## config.mk

```make
export PLATFORM = sky130hd
export DESIGN_NAME = uart_cmd_master
export DESIGN_NICKNAME = d
export VERILOG_FILES = /design/src/rtl/uart_cmd_master.sv
export SDC_FILE = /design/constraint.sdc
export NUM_CORES = 1
export LEC_CHECK = 0
export CORE_MARGIN = 1.5
export CORE_UTILIZATION = 42
export CTS_CLUSTER_SIZE = 24
export DETAILED_ROUTE_END_ITERATION = 10
export PLACE_DENSITY = 0.66
export SKIP_CTS_REPAIR_TIMING = 1
export SLEW_MARGIN = 20
export SYNTH_ARGS = -nofsm -noshare
export SYNTH_HDL_FRONTEND = slang
export SYNTH_SLANG_ARGS = --single-unit
```

## constraint.sdc

```tcl
create_clock -name CLK -period 2.4 [get_ports CLK]
set_input_delay 0.24 -clock CLK [delete_from_list [all_inputs] [get_ports CLK]]
set_output_delay 0.24 -clock CLK [all_outputs]
set_load 0.03 [all_outputs]
```

## src/rtl/uart_cmd_master.sv

```systemverilog
// Host-side initiator for the UART register/ALU command protocol: serialises one
// command into frame bytes toward a UART TX and assembles the response bytes from RX.
module uart_cmd_master #(
    parameter int unsigned TIMEOUT_CYC = 50000,
    parameter int unsigned TO_WIDTH    = 16
) (
    input  logic        CLK,
    input  logic        RST,
    input  logic        CMD_VLD,
    output logic        CMD_RDY,
    input  logic [1:0]  CMD_TYPE,
    input  logic [3:0]  CMD_ADDR,
    input  logic [7:0]  CMD_DATA,
    input  logic [7:0]  CMD_OPB,
    input  logic [3:0]  CMD_FUN,
    output logic [7:0]  TX_P_DATA,
    output logic        TX_D_VLD,
    input  logic        TX_RDY,
    input  logic [7:0]  RX_P_DATA,
    input  logic        RX_D_VLD,
    output logic [15:0] RSP_DATA,
    output logic        DONE,
    output logic        TIMEOUT
);

    typedef enum logic [1:0] {
        CT_WR   = 2'b00,
        CT_RD   = 2'b01,
        CT_ALU  = 2'b10,
        CT_ALUN = 2'b11
    } cmd_type_e;

    typedef enum logic [1:0] {
        IDLE,
        SEND,
        WAIT_RSP,
        DONE_ST
    } state_e;

    typedef struct packed {
        cmd_type_e  typ;
        logic [3:0] addr;
        logic [7:0] data;
        logic [7:0] opb;
        logic [3:0] fun;
    } cmd_t;

    localparam logic [TO_WIDTH-1:0] TO_LAST = TO_WIDTH'(TIMEOUT_CYC - 1);

    state_e              state, state_nxt;
    cmd_t                cmd, cmd_nxt;
    logic [1:0]          idx, idx_nxt;
    logic                rsp_cnt, rsp_cnt_nxt;
    logic [TO_WIDTH-1:0] to_cnt, to_cnt_nxt;
    logic [15:0]         rsp, rsp_nxt;
    logic                timeout_q, timeout_nxt;
    logic [7:0]          tx_byte;
    logic [1:0]          last_idx;

    // Frame byte for the current index, and the index of the final byte.
    always_comb begin
        // NOTE: every combinational output gets a default first so no path infers a latch.
        tx_byte  = 8'h00;
        last_idx = 2'd0;
        case (cmd.typ)
            CT_WR: begin
                last_idx = 2'd2;
                case (idx)
                    2'd0:    tx_byte = 8'hAA;
                    2'd1:    tx_byte = {4'h0, cmd.addr};
                    default: tx_byte = cmd.data;
                endcase
            end
            CT_RD: begin
                last_idx = 2'd1;
                tx_byte  = (idx == 2'd0) ? 8'hBB : {4'h0, cmd.addr};
            end
            CT_ALU: begin
                last_idx = 2'd3;
                case (idx)
                    2'd0:    tx_byte = 8'hCC;
                    2'd1:    tx_byte = cmd.data;
                    2'd2:    tx_byte = cmd.opb;
                    default: tx_byte = {4'h0, cmd.fun};
                endcase
            end
            default: begin
                last_idx = 2'd1;
                tx_byte  = (idx == 2'd0) ? 8'hDD : {4'h0, cmd.fun};
            end
        endcase
    end

    always_comb begin
        state_nxt   = state;
        cmd_nxt     = cmd;
        idx_nxt     = idx;
        rsp_cnt_nxt = rsp_cnt;
        to_cnt_nxt  = to_cnt;
        rsp_nxt     = rsp;
        timeout_nxt = 1'b0;
        case (state)
            IDLE: begin
                if (CMD_VLD) begin
                    cmd_nxt.typ  = cmd_type_e'(CMD_TYPE);
                    cmd_nxt.addr = CMD_ADDR;
                    cmd_nxt.data = CMD_DATA;
                    cmd_nxt.opb  = CMD_OPB;
                    cmd_nxt.fun  = CMD_FUN;
                    idx_nxt      = 2'd0;
                    rsp_cnt_nxt  = 1'b0;
                    state_nxt    = SEND;
                end
            end
            SEND: begin
                if (TX_RDY) begin
                    if (idx == last_idx) begin
                        idx_nxt    = 2'd0;
                        to_cnt_nxt = '0;
                        state_nxt  = (cmd.typ == CT_WR) ? DONE_ST : WAIT_RSP;
                    end else begin
                        idx_nxt = idx + 2'd1;
                    end
                end
            end
            WAIT_RSP: begin
                // A byte arriving on the expiry edge takes priority over the timeout.
                if (RX_D_VLD) begin
                    to_cnt_nxt = '0;
                    if (cmd.typ == CT_RD) begin
                        rsp_nxt   = {8'h00, RX_P_DATA};
                        state_nxt = DONE_ST;
                    end else if (!rsp_cnt) begin
                        rsp_nxt[7:0] = RX_P_DATA;
                        rsp_cnt_nxt  = 1'b1;
                    end else begin
                        rsp_nxt[15:8] = RX_P_DATA;
                        state_nxt     = DONE_ST;
                    end
                end else if (to_cnt == TO_LAST) begin
                    to_cnt_nxt  = '0;
                    timeout_nxt = 1'b1;
                    state_nxt   = IDLE;
                end else begin
                    to_cnt_nxt = to_cnt + TO_WIDTH'(1);
                end
            end
            default: state_nxt = IDLE;
        endcase
    end

    always_ff @(posedge CLK or negedge RST) begin
        if (!RST) begin
            state     <= IDLE;
            cmd       <= '0;
            idx       <= 2'd0;
            rsp_cnt   <= 1'b0;
            to_cnt    <= '0;
            rsp       <= 16'h0000;
            timeout_q <= 1'b0;
        end else begin
            // NOTE: sequential state uses non-blocking assignments so all registers update together.
            state     <= state_nxt;
            cmd       <= cmd_nxt;
            idx       <= idx_nxt;
            rsp_cnt   <= rsp_cnt_nxt;
            to_cnt    <= to_cnt_nxt;
            rsp       <= rsp_nxt;
            timeout_q <= timeout_nxt;
        end
    end

    assign CMD_RDY   = (state == IDLE);
    assign TX_D_VLD  = (state == SEND);
    assign TX_P_DATA = (state == SEND) ? tx_byte : 8'h00;
    assign RSP_DATA  = rsp;
    assign DONE      = (state == DONE_ST);
    assign TIMEOUT   = timeout_q;

endmodule

```

==> flow_metrics.py, run 1 <==
metrics = {
    "outcome": {
        "status": "completed",
    },
    "sta": {
        "setup_viol": 0,
        "period_share": 0.979,
        "fmax_mhz": 426,
        "rsz0062_at_grt": "yes",
        "worst_slew_pin_slew_ns": 0.654,
        "whs_ns": 0.425,
        "drv_slew": 0,
        "setup_ws_ns": 0.0502,
        "min_period_ns": 2.35,
        "finClkSkew_ns": 0.00984,
        "maxSlewHeadroom": 0.562,
        "hold_viol": 0,
        "fin_tns_setup_ns": 0,
    },
    "grt": {
        "grt.busiest_layer": "met2",
        "track_usage": 0.202,
        "grt_use_met3": 0.0509,
        "grt_pass1_vias": 2857,
        "grt_overflow_total": 0,
        "grt_start_max_net_pins": 42,
        "antenna_found_initial": 0,
        "grt_use_met2": 0.313,
        "grtUsageMet1": 0.276,
        "grt_pass1_wl_mm": 13.8,
    },
    "layout": {
        "area_delta_synth_final_pct": 32.0,
        "drive_gt1_frac": 0.230,
        "postLayoutCoreUtil": 0.576,
        "diodes": 0,
        "fin_nets": 447,
        "fill_cells": 665,
    },
    "route": {
        "post_drt_wl_per_cell_um": 16.3,
        "drt-initial-drc-count": 202,
        "drc_errors": 0,
        "dr.pass1.iters": 5,
        "vias": 2924,
        "viasPerCell": 5.73,
        "ant_nets": 0,
        "routed_wl_mm": 8.34,
    },
    "yosys": {
        "synthTopCellsByArea": "dfrtp_1 48%, mux2_2 11%, a31oi_1 3.3%",
        "yosys.area.top_type": "dfrtp_1",
        "synth_top_cell_area_share": 0.475,
        "syn_area_sq_um": 3370,
        "ys_async_sr_fraction": 1.00,
        "synth-edff-count": 0,
        "netlist_instances": 324,
        "ys_ff_latch": 64,
        "syn_nets": 368,
        "syn_avg_cell_area_sq_um": 10.4,
        "yosysUniqueCellTypes": 59,
        "yosysSeqAreaShare": 0.475,
        "synth_ff_type": "dfrtp_1",
        "ys.warnings.count": 0,
    },
    "job": {
        "max_cap_violations": 0,
    },
    "critical_path": {
        "r2r_slack_ns": 0.40,
        "crit_slowest_cell": "dfrtp_2",
        "crit_arrival_ns": 2.11,
        "end_kind": "output pin",
        "crit_required_ns": 2.16,
        "worstRegToRegCells": 5,
        "crit_type": "reg -> out",
        "cp-start-kind": "flop",
        "max_stage_delay_ns": 0.46,
        "critPathMaxFanout": 6,
        "path_cells": "inv_4 > ha_2 > buf_4 > a22oi_1 > o21ai_0 > a22oi_1 > a221oi_2 > buf_4",
        "worstReg2RegEnd": "to_cnt[3]$_DFFE_PN0P_",
        "timing.rr.start": "cmd[24]$_DFFE_PN0P_",
    },
    "floorplan": {
        "dieArea_sq_um": 8570,
        "die_x_um": 92.6,
        "die_height_um": 92.6,
        "fp.coreArea_sq_um": 7730,
        "io_pins": 67,
        "rows": 32,
        "start_util": 0.436,
    },
    "pwr": {
        "leakage_uw": 0.00184,
        "ir_drop_uv": 690,
        "power.density_nw_per_um2": 1210,
    },
    "place": {
        "place_congestion": 0.880,
        "numPortBuffers": 66,
        "pre_cts_ws_ns": -0.0103,
        "dpl.hpwl_mm": 5.92,
    },
    "cts": {
        "path_clk_slew_ns": 0.08,
        "htree_levels": 3,
        "cts.sinks": 64,
        "clock_latency_ns": 0.34,
        "numCtsBuffers": 9,
        "cts_tree": "yes",
        "cts-root-buf": "clkbuf_8",
        "clk_path_buf_depth": 2,
    },
    "worst_hold_path": {
        "hp-class": "in -> async",
    },
}
[kinds of logic after synthesis]
family	synth area share
AOI/OAI and AO/OA	0.183
xor gates and xnor gates	0.00260
adders and majority gates	0.0186
buffers and inverters	0.0420
DFF	0.475
muxes	0.119
and+or+nand+nor	0.159
[sequential cells by signal, indices dropped and copies added, names as in the netlist]
signal    cells
RSP_DATA     16
TIMEOUT       1
cmd          26
idx           2
rsp_cnt       1
state         2
to_cnt       16
[per-layer routing]
metal  wire (um)  vias to the layer above
met5           0                        -
met4         139                        0
met3         458                       16
met2        3970                       89
met1        3770                     1441
li1            -                     1378
[synthesized netlist by cell type, drive strengths merged (4+ instances only)]
cell type	count
inv	14
nor4	4
mux2	32
o211ai	5
buf	7
nor2	16
a22o	11
o21ai	11
a21oi	15
ha	5
clkbuf	11
nand4	6
nand3	14
nand2	20
mux2i	4
a31oi	18
o22ai	4
dfrtp	64
nand3b	4
nor2b	4
nand2b	6
[stage by stage]
stage / power [uW] / area, sq um / cells
after global routing: 5700 / 4450 / 510
after CTS: 5310 / 4380 / 508
after global placement: 4410 / 4210 / 492
after floorplan: 3480 / 3380 / 324
final: 5370 / 4450 / 510
after detailed placement: 4470 / 4210 / 492
[report_power, final]
group,internal [uW],switching [uW]
Combinational,1270,1420
Sequential,1460,394
Clock,374,446
[worst max-delay path: cells and delay by family (launching register included)]
kind	cells	cell delay, ns
buffers and inverters	3	0.45
adder cells (fa/ha/maj)	1	0.20
flip-flops	1	0.46
AO/OA/AOI/OAI	4	0.65
[layout make-up]
type | instances | area, sq um | area share
Multi-Input combinational cell | 227 | 1670 | 0.376
Sequential cell | 64 | 1600 | 0.360
Timing Repair Buffer | 86 | 816 | 0.183
Tap cell | 102 | 128 | 0.0287
Clock buffer | 9 | 124 | 0.0278
Inverter | 15 | 58.8 | 0.0132
Clock inverter | 7 | 47.5 | 0.0107
[worst max-delay path by stage]
stage	to	cells past startpoint	slack, ns	start
5_1_grt	TX_P_DATA[1]	8	-0.04	idx[0]$_DFFE_PN0P_
2_1_floorplan	TX_P_DATA[1]	8	0.20	idx[1]$_DFFE_PN0P_
3_3_place_gp	TX_P_DATA[3]	7	0.04	idx[1]$_DFFE_PN0P_
4_1_cts	TX_P_DATA[3]	7	-0.38	idx[1]$_DFFE_PN0P_
3_5_place_dp	TX_P_DATA[3]	7	-0.01	idx[1]$_DFFE_PN0P_
6_report	TX_P_DATA[1]	8	0.05	idx[0]$_DFFE_PN0P_
[cells in the final DEF, fill, tap and decap left out, types with 4 or more instances in the layout]
master / instances
nor2_1: 15
nand3b_1: 4
dfrtp_1: 63
a22o_1: 11
inv_1: 12
mux2i_1: 4
o21ai_0: 11
nand4_1: 6
nand2b_1: 6
nand3_1: 13
mux2_2: 32
a31oi_1: 18
clkdlybuf4s50_1: 57
nand2_1: 20
clkbuf_8: 9
o22ai_1: 4
a21oi_1: 13
buf_4: 23
o211ai_1: 5
nor4_1: 4
(Power assumes the default switching activity.)
==> run 2, diff against run 1 <==
Settings changed: PLACE_DENSITY 0.66 to not set, PLACE_DENSITY_LB_ADDON set to 0.3.
==> run 2 against run 1 <==
Against the previous run:
- sequential cell count did not move
- highest routed layer unchanged
- worst hold slack got worse by 0.44 ns
- critical path type unchanged
- the run now ends with hold timing, setup timing left
- clock power rose by 52%
- largest power group unchanged
==> flow_metrics.py, run 2 (same netlist as run 1, synthesis figures left out) <==
metrics = {
    "route": {
        "vias": 2974,
        "viasPerCell": 5.74,
        "routed_wl_mm": 8.58,
        "ant_nets": 0,
        "drt-initial-drc-count": 184,
        "dr.pass1.iters": 4,
        "post_drt_wl_per_cell_um": 16.6,
        "drc_errors": 0,
    },
    "grt": {
        "grt_pass1_vias": 3060,
        "grt_pass1_wl_mm": 14.1,
        "grt_overflow_total": 0,
        "track_usage": 0.210,
        "grt_start_max_net_pins": 39,
        "antenna_found_initial": 0,
    },
    "layout": {
        "regMostFlops": "cmd",
        "fill_cells": 634,
        "multiInputGateArea_sq_um": 1680,
        "largest_register_ffs": 26,
        "diodes": 0,
        "final_cell_mix": "62 x dfrtp_1, 57 x clkdlybuf4s50_1, 32 x mux2_2",
        "regArea_sq_um": 1600,
        "final_common_cell": "dfrtp_1",
        "area_delta_synth_final_pct": 36.3,
        "drive_gt1_frac": 0.257,
        "postLayoutCoreUtil": 0.594,
        "fin_nets": 455,
    },
    "sta": {
        "rsz0062_at_grt": "yes",
        "setup_viol": 1,
        "whs_ns": -0.0138,
        "fin_tns_setup_ns": -0.00747,
        "setup_ws_ns": -0.00747,
        "min_period_ns": 2.41,
        "drv_slew": 0,
        "period_share": 1.00,
        "hold_viol": 7,
        "maxSlewHeadroom": 0.432,
        "fmax_mhz": 415,
        "finClkSkew_ns": 0.0114,
        "worst_slew_pin_slew_ns": 0.852,
    },
    "place": {
        "pre_cts_ws_ns": -0.0253,
        "dpl.hpwl_mm": 5.94,
        "place_congestion": 0.878,
        "numPortBuffers": 66,
    },
    "critical_path": {
        "worstRegToRegCells": 5,
        "crit_arrival_ns": 2.17,
        "crit_required_ns": 2.16,
        "critPathMaxFanout": 7,
        "end_kind": "output pin",
        "crit_type": "reg -> out",
        "cp-start-kind": "flop",
    },
    "floorplan": {
        "fp.coreArea_sq_um": 7730,
        "die_x_um": 92.6,
        "rows": 32,
        "start_util": 0.436,
        "dieArea_sq_um": 8570,
        "io_pins": 67,
        "die_height_um": 92.6,
    },
    "pwr": {
        "p_int_uw": 3620,
        "leakage_uw": 0.00190,
        "clkPwrFrac": 0.212,
        "ir_drop_uv": 798,
        "comb_power_share": 0.474,
        "power.density_nw_per_um2": 1280,
        "power_switching_uw": 2270,
        "power_uw": 5890,
        "sw_frac_of_total": 0.385,
        "sequentialPowerShare": 0.314,
    },
    "cts": {
        "cts.sinks": 64,
        "clock_latency_ns": 0.36,
        "numCtsBuffers": 9,
        "htree_levels": 3,
        "clk_path_buf_depth": 2,
        "cts_tree": "yes",
        "cts-root-buf": "clkbuf_8",
        "path_clk_slew_ns": 0.07,
    },
    "outcome": {
        "violations": "hold timing, setup timing",
        "status": "finished with violations",
    },
    "job": {
        "max_cap_violations": 0,
    },
    "worst_hold_path": {
        "hp-class": "in -> async",
    },
}
[run 2: cell types whose count changed in the layout (fill, tap and decap cells not counted), moves of 2 or more]
cell / delta
buf_4: +7
bufinv_16: +4
buf_6: +3
clkbuf_2: +2
clkinvlp_4: -2
dlymetal6s2s_1: -2
[run 2: final cells by class]
class / count / share of cell area
clock buffer: 10 / 0.0300
clock inverter: 6 / 0.0283
inverter: 15 / 0.0123
multi-input combinational: 227 / 0.366
sequential: 64 / 0.349
tap: 102 / 0.0278
timing repair buffer: 94 / 0.187
[run 2: critical path: stages, from the launching register on]
cell      delay [ns]
dfrtp_2         0.43
buf_6           0.13
ha_4            0.18
buf_6           0.13
or3_4           0.33
a21oi_2         0.17
a222oi_1        0.10
nor2_1          0.16
buf_4           0.18
[run 2: worst paths after layout]
check	from	slack (ns)	to
min in group CLK	CMD_TYPE[0]	0.47	cmd[24]$_DFFE_PN0P_
worst max-delay path	idx[0]$_DFFE_PN0P_	-0.007	TX_P_DATA[4]
max in group asynchronous	RST	1.72	to_cnt[4]$_DFFE_PN0P_
worst min register to register	to_cnt[15]$_DFFE_PN0P_	0.49	to_cnt[15]$_DFFE_PN0P_
worst max register to register	cmd[24]$_DFFE_PN0P_	0.39	to_cnt[13]$_DFFE_PN0P_
worst min-delay path	RST	-0.01	cmd[2]$_DFFE_PN0P_
[run 2: power groups by stage]
stage	combinational, uW	clock (uW)	sequential (uW)
after global placement	2540	0	1850
after CTS	2600	1270	1840
after floorplan	1630	0	1850
final	2790	1250	1850
after detailed placement	2590	0	1850
after global routing	3010	1310	1910
[run 2: metrics by stage]
step           instances  instance area [sq um]
2_1_floorplan        324                   3380
3_5_place_dp         493                   4210
6_report             518                   4590
3_3_place_gp         493                   4210
4_1_cts              509                   4470
5_1_grt              518                   4590
[run 2: per-layer routing]
layer / vias up / track usage / share of wire
met4: 0 / 0.0923 / 0.022
li1: 1401 / - / -
met2: 83 / 0.357 / 0.49
met1: 1475 / 0.255 / 0.43
met5: - / 0 / 0
met3: 15 / 0.0460 / 0.054
